## src/rtl/vram_scanout.sv

```systemverilog
// vram_scanout: the video-side reader of the dual-port VRAM.
//
// It generates raster timing from the pixel clock. It fetches 1bpp bitmap
// bytes over the VRAM read port and serialises them MSB first into RGB
// pixels. Pixels inside the bitmap window use fg_color or bg_color. The rest
// of the active area uses border_color. It also emits a one-cycle
// vertical-blank pulse for the CPU interrupt logic.
//
// Ports:
//   clk           pixel clock
//   resetn        synchronous active-low reset
//   vram_addr     registered VRAM read address (ADDRESS_WIDTH bits)
//   vram_data     VRAM read data, valid one clock after vram_addr
//   fg_color      RGB888 colour for bitmap bit = 1
//   bg_color      RGB888 colour for bitmap bit = 0
//   border_color  RGB888 colour for the active area outside the bitmap
//   red/green/blue registered pixel colour
//   hsync, vsync  sync outputs, active level set by SYNC_POL
//   de            data enable (active area)
//   vblank_irq    one-clock pulse at the start of vertical blank
//
// Every output for counter position (hc, vc) appears three clocks after the
// counters hold that position:
//   stage 0: the counters; the fetch address is registered here.
//   stage 1: the VRAM registers its read data.
//   stage 2: the pixel is formed into the output registers.
module vram_scanout #(
  parameter int H_ACTIVE      = 640,
  parameter int H_FP          = 16,
  parameter int H_SYNC        = 96,
  parameter int H_BP          = 48,
  parameter int V_ACTIVE      = 480,
  parameter int V_FP          = 10,
  parameter int V_SYNC        = 2,
  parameter int V_BP          = 33,
  parameter int SYNC_POL      = 0,
  parameter int BM_W          = 256,
  parameter int BM_H          = 192,
  parameter int X_OFF         = 192,
  parameter int Y_OFF         = 144,
  parameter int BASE          = 0,
  parameter int ADDRESS_WIDTH = 14
) (
  input  logic                     clk,
  input  logic                     resetn,
  output logic [ADDRESS_WIDTH-1:0] vram_addr,
  input  logic [7:0]               vram_data,
  input  logic [23:0]              fg_color,
  input  logic [23:0]              bg_color,
  input  logic [23:0]              border_color,
  output logic [7:0]               red,
  output logic [7:0]               green,
  output logic [7:0]               blue,
  output logic                     hsync,
  output logic                     vsync,
  output logic                     de,
  output logic                     vblank_irq
);

  localparam int H_TOTAL = H_ACTIVE + H_FP + H_SYNC + H_BP;
  localparam int V_TOTAL = V_ACTIVE + V_FP + V_SYNC + V_BP;
  // One spare code so that end-of-range constants equal to the total still fit.
  localparam int HW = $clog2(H_TOTAL + 1);
  localparam int VW = $clog2(V_TOTAL + 1);
  localparam int BYTES_PER_LINE = BM_W / 8;

  localparam logic [HW-1:0] H_LAST    = HW'(H_TOTAL - 1);
  localparam logic [HW-1:0] H_ACT_END = HW'(H_ACTIVE);
  localparam logic [HW-1:0] HS_BEGIN  = HW'(H_ACTIVE + H_FP);
  localparam logic [HW-1:0] HS_END    = HW'(H_ACTIVE + H_FP + H_SYNC);
  localparam logic [HW-1:0] WIN_X0    = HW'(X_OFF);
  localparam logic [HW-1:0] WIN_X1    = HW'(X_OFF + BM_W);

  localparam logic [VW-1:0] V_LAST    = VW'(V_TOTAL - 1);
  localparam logic [VW-1:0] V_ACT_END = VW'(V_ACTIVE);
  localparam logic [VW-1:0] VS_BEGIN  = VW'(V_ACTIVE + V_FP);
  localparam logic [VW-1:0] VS_END    = VW'(V_ACTIVE + V_FP + V_SYNC);
  localparam logic [VW-1:0] WIN_Y0    = VW'(Y_OFF);
  localparam logic [VW-1:0] WIN_Y1    = VW'(Y_OFF + BM_H);

  localparam logic SYNC_ON = (SYNC_POL != 0);

  logic [HW-1:0] hc;
  logic [VW-1:0] vc;

  // Raster counters
  always_ff @(posedge clk) begin
    if (!resetn) begin
      hc <= '0;
      vc <= '0;
    end else if (hc == H_LAST) begin
      hc <= '0;
      vc <= (vc == V_LAST) ? '0 : vc + 1'b1;
    end else begin
      hc <= hc + 1'b1;
    end
  end

  // Stage 0: decode the current counter position
  logic                     s0_de, s0_hs, s0_vs, s0_win, s0_fetch, s0_irq;
  logic [ADDRESS_WIDTH-1:0] s0_addr;

  always_comb begin
    s0_de  = (hc < H_ACT_END) && (vc < V_ACT_END);
    s0_hs  = (hc >= HS_BEGIN && hc < HS_END) ? SYNC_ON : ~SYNC_ON;
    s0_vs  = (vc >= VS_BEGIN && vc < VS_END) ? SYNC_ON : ~SYNC_ON;
    s0_win = (hc >= WIN_X0) && (hc < WIN_X1) && (vc >= WIN_Y0) && (vc < WIN_Y1);
    // X_OFF is a multiple of 8, so byte boundaries are where hc[2:0] is zero.
    s0_fetch = s0_win && (hc[2:0] == 3'd0);
    s0_irq   = (hc == '0) && (vc == V_ACT_END);
    // Only meaningful inside the window; the cast wraps modulo 2^ADDRESS_WIDTH.
    s0_addr  = ADDRESS_WIDTH'(BASE + (int'(vc) - Y_OFF) * BYTES_PER_LINE
                              + (int'(hc) - X_OFF) / 8);
  end

  // Stages 1 and 2 carry the pixel attributes alongside the VRAM read.
  logic p1_de, p1_hs, p1_vs, p1_win, p1_load, p1_irq;
  logic p2_de, p2_hs, p2_vs, p2_win, p2_load, p2_irq;
  logic [7:0] shift_byte;

  // Pixel formation. On a load cycle the fresh byte's MSB is used directly.
  // The remaining seven bits are kept in shift_byte for the next pixels.
  logic        pix_bit;
  logic [23:0] pix_rgb;

  always_comb begin
    pix_bit = p2_load ? vram_data[7] : shift_byte[7];
    pix_rgb = 24'h0;
    if (p2_de) begin
      if (p2_win) pix_rgb = pix_bit ? fg_color : bg_color;
      else        pix_rgb = border_color;
    end
  end

  always_ff @(posedge clk) begin
    if (!resetn) begin
      vram_addr  <= '0;
      p1_de      <= 1'b0;
      p1_hs      <= ~SYNC_ON;
      p1_vs      <= ~SYNC_ON;
      p1_win     <= 1'b0;
      p1_load    <= 1'b0;
      p1_irq     <= 1'b0;
      p2_de      <= 1'b0;
      p2_hs      <= ~SYNC_ON;
      p2_vs      <= ~SYNC_ON;
      p2_win     <= 1'b0;
      p2_load    <= 1'b0;
      p2_irq     <= 1'b0;
      shift_byte <= 8'h0;
      red        <= 8'h0;
      green      <= 8'h0;
      blue       <= 8'h0;
      hsync      <= ~SYNC_ON;
      vsync      <= ~SYNC_ON;
      de         <= 1'b0;
      vblank_irq <= 1'b0;
    end else begin
      if (s0_fetch) vram_addr <= s0_addr;

      p1_de   <= s0_de;
      p1_hs   <= s0_hs;
      p1_vs   <= s0_vs;
      p1_win  <= s0_win;
      p1_load <= s0_fetch;
      p1_irq  <= s0_irq;

      p2_de   <= p1_de;
      p2_hs   <= p1_hs;
      p2_vs   <= p1_vs;
      p2_win  <= p1_win;
      p2_load <= p1_load;
      p2_irq  <= p1_irq;

      shift_byte <= p2_load ? {vram_data[6:0], 1'b0} : {shift_byte[6:0], 1'b0};

      red        <= pix_rgb[23:16];
      green      <= pix_rgb[15:8];
      blue       <= pix_rgb[7:0];
      hsync      <= p2_hs;
      vsync      <= p2_vs;
      de         <= p2_de;
      vblank_irq <= p2_irq;
    end
  end

endmodule

```

## config.mk

```make
export PLATFORM = sky130hd
export DESIGN_NAME = vram_scanout
export DESIGN_NICKNAME = d
export VERILOG_FILES = /design/src/rtl/vram_scanout.sv
export SDC_FILE = /design/constraint.sdc
export NUM_CORES = 1
export LEC_CHECK = 0
export BUFFER_PORTS_ARGS = -buffer_cell sky130_fd_sc_hd__buf_2
export CAP_MARGIN = 20
export CORE_MARGIN = 4
export CORE_UTILIZATION = 51
export CTS_BUF_LIST = sky130_fd_sc_hd__clkbuf_16
export CTS_CLUSTER_DIAMETER = 40
export DETAILED_ROUTE_END_ITERATION = 6
export PLACE_DENSITY = 0.78
export SYNTH_ARGS = -nofsm -noshare
export SYNTH_HDL_FRONTEND = slang
export SYNTH_SLANG_ARGS = --single-unit
```

## constraint.sdc

```tcl
create_clock -name clk -period 3.33 [get_ports clk]
set_clock_uncertainty 0.2 [all_clocks]
set_input_delay 0.666 -clock clk [delete_from_list [all_inputs] [get_ports clk]]
set_output_delay 0.666 -clock clk [all_outputs]
set_load 0.05 [all_outputs]
```

Yosys cells after proc, flatten, opt, wreduce, memory -nomap -nowiden

Index checks and enable logic that the tools add are counted.

Register bits after elaboration: 82
Bits of input ports: 82
Output and inout bits: 42
Logic and storage cells: 64

Add/subtract/negate cells: 6
$lt $le $gt $ge: 10
Eq/ne operators: 3
Multiplexer cells: 7
Bitwise logic cells: 2
Reduce and logical (&&, ||, !) cells: 13

Operators with widths:

| cell                                                        | number |
|---|---|
| two-way mux 24 bit                                          | 2 |
| less-than comparator 10 x 9 -> 1 bit, second input constant | 4 |
| adder 10 x 1 -> 10 bit, second input constant               | 2 |
| equality test 10 bit, second input constant                 | 2 |
| >= comparator 10 x 8 -> 1 bit, second input constant        | 2 |
| less-than comparator 10 bit, second input constant          | 2 |
| adder 14 x 1 -> 14 bit                                      | 1 |
| adder 14 bit                                                | 1 |
| subtractor 10 x 8 -> 11 bit, second input constant          | 1 |
| equality test 10 x 9 -> 1 bit, second input constant        | 1 |
| >= comparator 10 bit, second input constant                 | 1 |
| >= comparator 10 x 9 -> 1 bit, second input constant        | 1 |
| logical NOT 10 bit                                          | 1 |
| two-way mux 10 bit                                          | 1 |
| subtractor 9 x 8 -> 9 bit, second input constant            | 1 |
| logical AND 1 bit                                           | 8 |
| two-way mux 8 bit                                           | 1 |
| logical NOT 3 bit                                           | 1 |
| two-way mux 1 bit                                           | 3 |
| OR reduction 3 bit                                          | 1 |
| AND reduction 2 bit                                         | 1 |
| OR reduction 2 bit                                          | 1 |
| bitwise AND 1 bit                                           | 1 |
| NOT 1 bit                                                   | 1 |

Depth between registers and ports, before layout

Gate-level depths: netlist of run 1.

Word-level depth: 5
Gate-level depth with buffers: 12
Gate-level depth less buffers: 11

Least setup slack after synthesis of run 1

OpenSTA, ideal clock, no wires.

Path type: register to register
From: register hc[7]
To: register vram_addr[13]
Library setup time: 0.091 ns
Arrival: 2.524 ns
Data required time: 3.039 ns
Path slack: 0.515 ns
Cell stages (with the launch flop): 10
Path buffers: 0
Clock period less this slack: 2.815 ns
Cells stage by stage: dfxtp_1 ha_1 nor3_1 and2_1 ha_1 nand4_1 o211ai_1 nand3_1 a21o_1 a311oi_1

Longest elaborated chain between the ends: 5
Elaborated cells on any way between the ends: 10
Those cells by class: add/sub: 3; order compare: 2; bitwise: 1; reduce/logical: 4

Ends and longest elaborated chain:

| element                                                        | line | RTL |
|---|---|---|
| start: declaration                                             | 83   | `logic [HW-1:0] hc;` |
| start signal: assignment                                       | 95   | `hc <= hc + 1'b1;` |
| branches (longest 5 deep; another with adder 14 x 1 -> 14 bit) | -    |  |
| end signal: assignment                                         | 159  | `if (s0_fetch) vram_addr <= s0_addr;` |
| end: declaration                                               | 46   | `output logic [ADDRESS_WIDTH-1:0] vram_addr,` |

Parallel ways; which one is timed is not known.
A chain may end at the register's enable or synchronous reset.

Final worst setup path of run 1

From: register hc[7]
To: register vram_addr[10]

Same word-level chain as after synthesis.

==> impl_metrics.toml, run 1 <==
[status]
status = "completed"

[power]
power_density_nw_per_um2 = 431
vdd_drop_max_v = 0.000236
p_seq_frac = 0.455
power.share.switching = 0.219
combPwrFrac = 0.074
p_leak_nw = 2.41
p_int_w = 0.00169
pwr-share-clk = 0.471
p_switching_w = 0.000476

[setup_path]
cpPeakStageDelay_ps = 460
path_common_cell = "ha_1"
crit_fanout = 8
required_ps = 3340
reg2reg_slack_ps = 420
crit_type = "reg -> reg"
path_cells = "ha_1 > nor3_1 > buf_4 > and2_1 > ha_1 > ha_1 > nand3b_1 > o22ai_1 > o41ai_1 > xor2_1 > o22ai_2"
ff2ff_path_depth = 11
endpoint_kind = "flop"
arrival_ps = 2920
r2r_start = "hc[7]"
reg2reg_to = "vram_addr[10]"
start_kind = "flop"
slowest_stage = "dfxtp_1"

[placement]
dp_cells = 644
port_buffers = 123
place_congestion = 0.884
dp_hpwl_microns = 7280

[floorplan]
initial_core_util = 0.523
io_pins = 124
core_area_sq_um = 7730
die_w_microns = 97.0
dieHeight_microns = 97.0
dieArea_sq_um = 9400
core.rowCount = 32

[timing]
slew_headroom = 0.455
max_clock_freq_mhz = 344
finalHoldViolCount = 0
drv_slew = 0
worst_slew_pin_slew_ps = 815
period_needed_ps = 2910
fin_crit_sh = 0.873
rsz0062_at_grt = "no"
fin_setup_tns_ps = 0
setup_viol = 0

[global_route]
grt_use_total = 0.211
grt_max_degree = 26
grt_pass1_vias = 3454
grt_overflow = 0
antenna_found_initial = 0
grt_pass1_wl_microns = 16600

[logic_synthesis]
synthesis.nets = 541
synth_top_cell_by_area = "dfxtp_1"
syn_inst = 436
netlist-cell-type-count = 57
synth_common_cells = "dfxtp_1, nor2_1, mux2i_1, a211oi_1, ha_1"
ys_seq_area_frac = 0.402
yosysWarnings = 0
syn_area_per_cell_sq_um = 9.26
syn_area_sq_um = 4040
synth_area_leaders = "dfxtp_1, mux2i_1, ha_1, a211oi_1, nor2_1"
synth_ff_type = "dfxtp_1"
netlist.area_leader.share = 0.402
yosys.cell_count.top_type = "dfxtp_1"
ys_ff_latch = 81
postSynth.asyncResetShare = 0
synth_edf_count = 0

[detailed_routing]
viasPerCell = 5.41
dr.first_iter.drc_count = 122
vias = 3562
ant_nets = 0
drc = 0
drtPass1Iterations = 4
wl_microns = 9780
routedWlPerCell_microns = 14.8

[clock_tree]
cts_setup_buffers = 0
htreeDepth = 3
clkTransAtPathRegs_ps = 60
cts-resized-gates = 0
clock_latency_ps = 330
cts_buffer_depth = 2
holdBufCountCts = 0
numCtsBuffers = 9
cts_tree = "yes"
clock-sinks = 81
cts-root-buf = "clkbuf_16"

[layout]
final_cells = 659
drive_above_1_share = 0.278
fillers = 642
diodes = 0
syn_to_final_growth_pct = 24.8
nets = 658

[min_path]
worstHoldStart = "p1_vs"
min_to = "p2_vs"
hold_path.class = "reg -> reg"
min_path_cells = 1

[job]
maxCapViolCount = 0
-- power by group through the flow --
| stage | clock network, W | logic, W | registers (W) |
|---|---|---|---|
| after global placement | 0 | 0.000158 | 0.00101 |
| final | 0.00102 | 0.000160 | 0.000988 |
| after global routing | 0.00109 | 0.000176 | 0.000989 |
| after floorplan | 0 | 0.0000578 | 0.00104 |
| after detailed placement | 0 | 0.000160 | 0.00101 |
| after CTS | 0.00105 | 0.000161 | 0.000988 |
-- sequential cells by signal, indices dropped and copies added, names as in the netlist, 7 cells and up --
signal      cells
vc             10
shift_byte      7
blue            8
green           8
vram_addr      14
red             8
hc             10
-- layout make-up --
class,instances,area [sq um],share of cell area
clock inverters,6,85.1,0.0169
repair buffers,130,668,0.133
flip-flops and latches,81,1620,0.322
inverters,16,60.1,0.0119
clock buffers,9,225,0.0447
well taps,102,128,0.0253
multi-input cells,315,2250,0.447
-- per-stage QoR --
| stage | worst slack [ps] | total power [W] | hold WS, ps | util | cell area (sq um) |
|---|---|---|---|---|---|
| 2_1_floorplan | 515 | 0.00110 | 186 | - | 4040 |
| 3_3_place_gp | 601 | 0.00117 | 190 | 0.612 | 4730 |
| 3_5_place_dp | 523 | 0.00117 | 197 | 0.612 | 4730 |
| 4_1_cts | 453 | 0.00220 | 211 | 0.652 | 5040 |
| 5_1_grt | 220 | 0.00225 | 220 | 0.652 | 5040 |
| 6_report | 421 | 0.00217 | 208 | 0.652 | 5040 |
-- worst max-delay path, delay by kind of cell (launching register included) --
kind | cells | cell delay, ps
fa+ha+maj | 3 | 750
compound gates | 3 | 560
flops | 1 | 460
simple gates | 3 | 400
xor+xnor | 1 | 210
buf+inv | 1 | 190
-- placed cells by master (no fill, tap or decap), drive strengths merged, types with 2 or more instances in the layout --
master / synthesis / routed
nand4: 10 / 10
and3: 6 / 6
o21ai: 11 / 11
nand2: 21 / 21
o22ai: 3 / 3
xnor2: 12 / 12
buf: 8 / 130
nor2b: 2 / 2
nand2b: 7 / 7
dfxtp: 81 / 81
clkinv: 1 / 3
o221ai: 2 / 2
a211oi: 29 / 29
mux2i: 31 / 31
nor3: 7 / 7
nand4b: 3 / 3
and2: 7 / 7
nor2: 58 / 58
nand3: 19 / 19
xor2: 17 / 17
ha: 23 / 23
and4: 2 / 2
inv: 15 / 16
a21o: 4 / 4
clkbuf: 16 / 9
bufinv: 0 / 2
o41ai: 2 / 2
a21oi: 19 / 19
-- worst max-delay path by stage --
stage	start	endpoint
4_1_cts	hc[7]	vram_addr[10]
5_1_grt	hc[7]	vram_addr[10]
3_5_place_dp	hc[7]	vram_addr[10]
3_3_place_gp	hc[7]	vram_addr[10]
6_report	hc[7]	vram_addr[10]
2_1_floorplan	hc[7]	vram_addr[13]
-- cell families after synthesis --
kind of cell | share of synthesized area
and+or+nand+nor | 0.196
buffers and inverters | 0.0440
muxes | 0.0769
xor gates and xnor gates | 0.0688
adders and majority gates | 0.0713
AOI/OAI and AO/OA | 0.142
DFF | 0.402
-- routing by layer --
| layer | vias to the layer above | global-route usage | part of all wire |
|---|---|---|---|
| met2 | 111 | 0.376 | 0.51 |
| met3 | 8 | 0.0584 | 0.062 |
| met1 | 1664 | 0.249 | 0.42 |
| met5 | - | 0 | 0 |
| li1 | 1779 | - | - |
| met4 | 0 | 0.0551 | 0.0076 |
Power figures use the tool's default switching activity.
==> inputs of run 2 (changes only) <==
--- a/config.mk
+++ b/config.mk
@@ -12,6 +12,7 @@
 export CTS_BUF_LIST = sky130_fd_sc_hd__clkbuf_16
 export CTS_CLUSTER_DIAMETER = 40
 export DETAILED_ROUTE_END_ITERATION = 6
+export GPL_TIMING_DRIVEN = 0
 export PLACE_DENSITY = 0.78
 export SYNTH_ARGS = -nofsm -noshare
 export SYNTH_HDL_FRONTEND = slang
==> impl_metrics.toml, run 2 (synthesis results as in run 1) <==
[detailed_routing]
dr.first_iter.drc_count = 120
routedWlPerCell_microns = 15.3
ant_nets = 0
vias = 3609
drc = 0
wl_microns = 10300
viasPerCell = 5.35
drtPass1Iterations = 4

[placement]
dp_slack_ps = -44.2
place_congestion = 0.904
dp_cells = 661
dp_hpwl_microns = 7790
placed_cell_area_sq_um = 4780
port_buffers = 123

[global_route]
grt_use_total = 0.225
grt_pass1_vias = 3570
grt_overflow = 0
grt_max_degree = 14
antenna_found_initial = 0
grt_pass1_wl_microns = 17600

[timing]
worst_slew_pin_slew_ps = 851
fin_crit_sh = 0.898
max_clock_freq_mhz = 334
finalHoldViolCount = 0
slew_headroom = 0.416
period_needed_ps = 2990
rsz0062_at_grt = "no"
fin_setup_tns_ps = 0
setup_viol = 0
setup_slack_ps = 340
drv_slew = 0

[clock_tree]
clkTransAtPathRegs_ps = 60
holdBufCountCts = 0
numCtsBuffers = 9
cts-root-buf = "clkbuf_16"
cts_buffer_depth = 2
clock-sinks = 81
cts_tree = "yes"
cts_setup_buffers = 0
htreeDepth = 3
clock_latency_ps = 330

[layout]
fillers = 633
largest_register_ffs = 14
utilization = 0.657
final_common_cell = "buf_2"
final_cells = 675
final_cell_area_sq_um = 5070
regArea_sq_um = 1620
multi_input_comb_area_sq_um = 2250
drive_above_1_share = 0.272
nets = 674
reg_top3 = "vram_addr: 14 flops, hc: 10 flops, vc: 10 flops"
final_cell_mix = "buf_2, dfxtp_1, nor2_1"
syn_to_final_growth_pct = 25.7
diodes = 0
top_register = "vram_addr"

[floorplan]
dieHeight_microns = 97.0
die_w_microns = 97.0
initial_core_util = 0.523
core.rowCount = 32
core_area_sq_um = 7730
dieArea_sq_um = 9400
io_pins = 124

[setup_path]
arrival_ps = 3000
cpPeakStageDelay_ps = 500
endpoint_kind = "flop"
crit_fanout = 8
required_ps = 3340
slowest_stage = "dfxtp_1"
path_common_cell = "ha_1"
crit_type = "reg -> reg"
path_cells = "ha_1 > nor3_4 > and2_1 > ha_1 > ha_1 > nand3b_1 > o22ai_1 > o41ai_1 > xor2_1 > o22ai_2"
cp_top_family = "adder cells"
start_kind = "flop"
critical_path_buf_inv_count = 0

[power]
power_density_nw_per_um2 = 415
p_leak_nw = 2.42
vdd_drop_max_v = 0.000245

[status]
status = "completed"

[min_path]
hold_path.class = "reg -> reg"

[job]
maxCapViolCount = 0
-- run 2: changes by cell type in the layout (fill, tap and decap cells not counted), sizes merged --
cell    previous run  this run
bufinv             2         1
inv               16        15
clkinv             3         5
clkbuf             9        24
buf              130       131
-- run 2: per-stage QoR --
| step | hold WS, ps | total power, W |
|---|---|---|
| after floorplan | 186 | 0.00110 |
| after global placement | 191 | 0.00117 |
| after detailed placement | 194 | 0.00117 |
| after CTS | 207 | 0.00213 |
| final | 202 | 0.00210 |
| after global routing | 225 | 0.00219 |
-- run 2: area by class of cell --
type | count | area share
buffer | 23 | 0.0224
clock buffer | 9 | 0.0444
clock inverter | 6 | 0.0118
inverter | 16 | 0.0118
multi-input combinational | 315 | 0.443
sequential | 81 | 0.320
tap | 102 | 0.0252
timing repair buffer | 123 | 0.121
-- run 2: what timing repair did --
action	CTS	global route
endpoints found under the hold margin	0	0
endpoints found under the setup margin	3	1
cloned	0	0
gates resized for setup	1	1
-- run 2: path summary, 6_finish.rpt --
kind / from / end / slack, ps / depth (start not counted)
setup / recovery: hc[7] / vram_addr[10] / 340 / 10
hold / removal: p1_hs / p2_hs / 200 / 1
setup reg to reg: hc[7] / vram_addr[10] / 340 / 10
hold reg to reg: p1_hs / p2_hs / 200 / 1
-- run 2: where the power goes --
| group | switching (W) | internal, W |
|---|---|---|
| combinational | 0.000100 | 0.0000616 |
| clock | 0.000383 | 0.000572 |
| sequential | 0.00000630 | 0.000982 |
-- run 2: worst reg2reg max path, delay by kind of cell, from the launching register on --
kind            cells  cell delay [ps]
compound gates      3              640
xor+xnor            1              240
fa+ha+maj           3              830
flops               1              500
simple gates        3              480
-- run 2: metal layers --
metal	track usage	vias to the layer above	routed length, microns
met5	0	-	0
met4	0.0497	0	120
met3	0.0649	13	732
met2	0.394	115	5190
met1	0.273	1671	4280
li1	-	1810	-
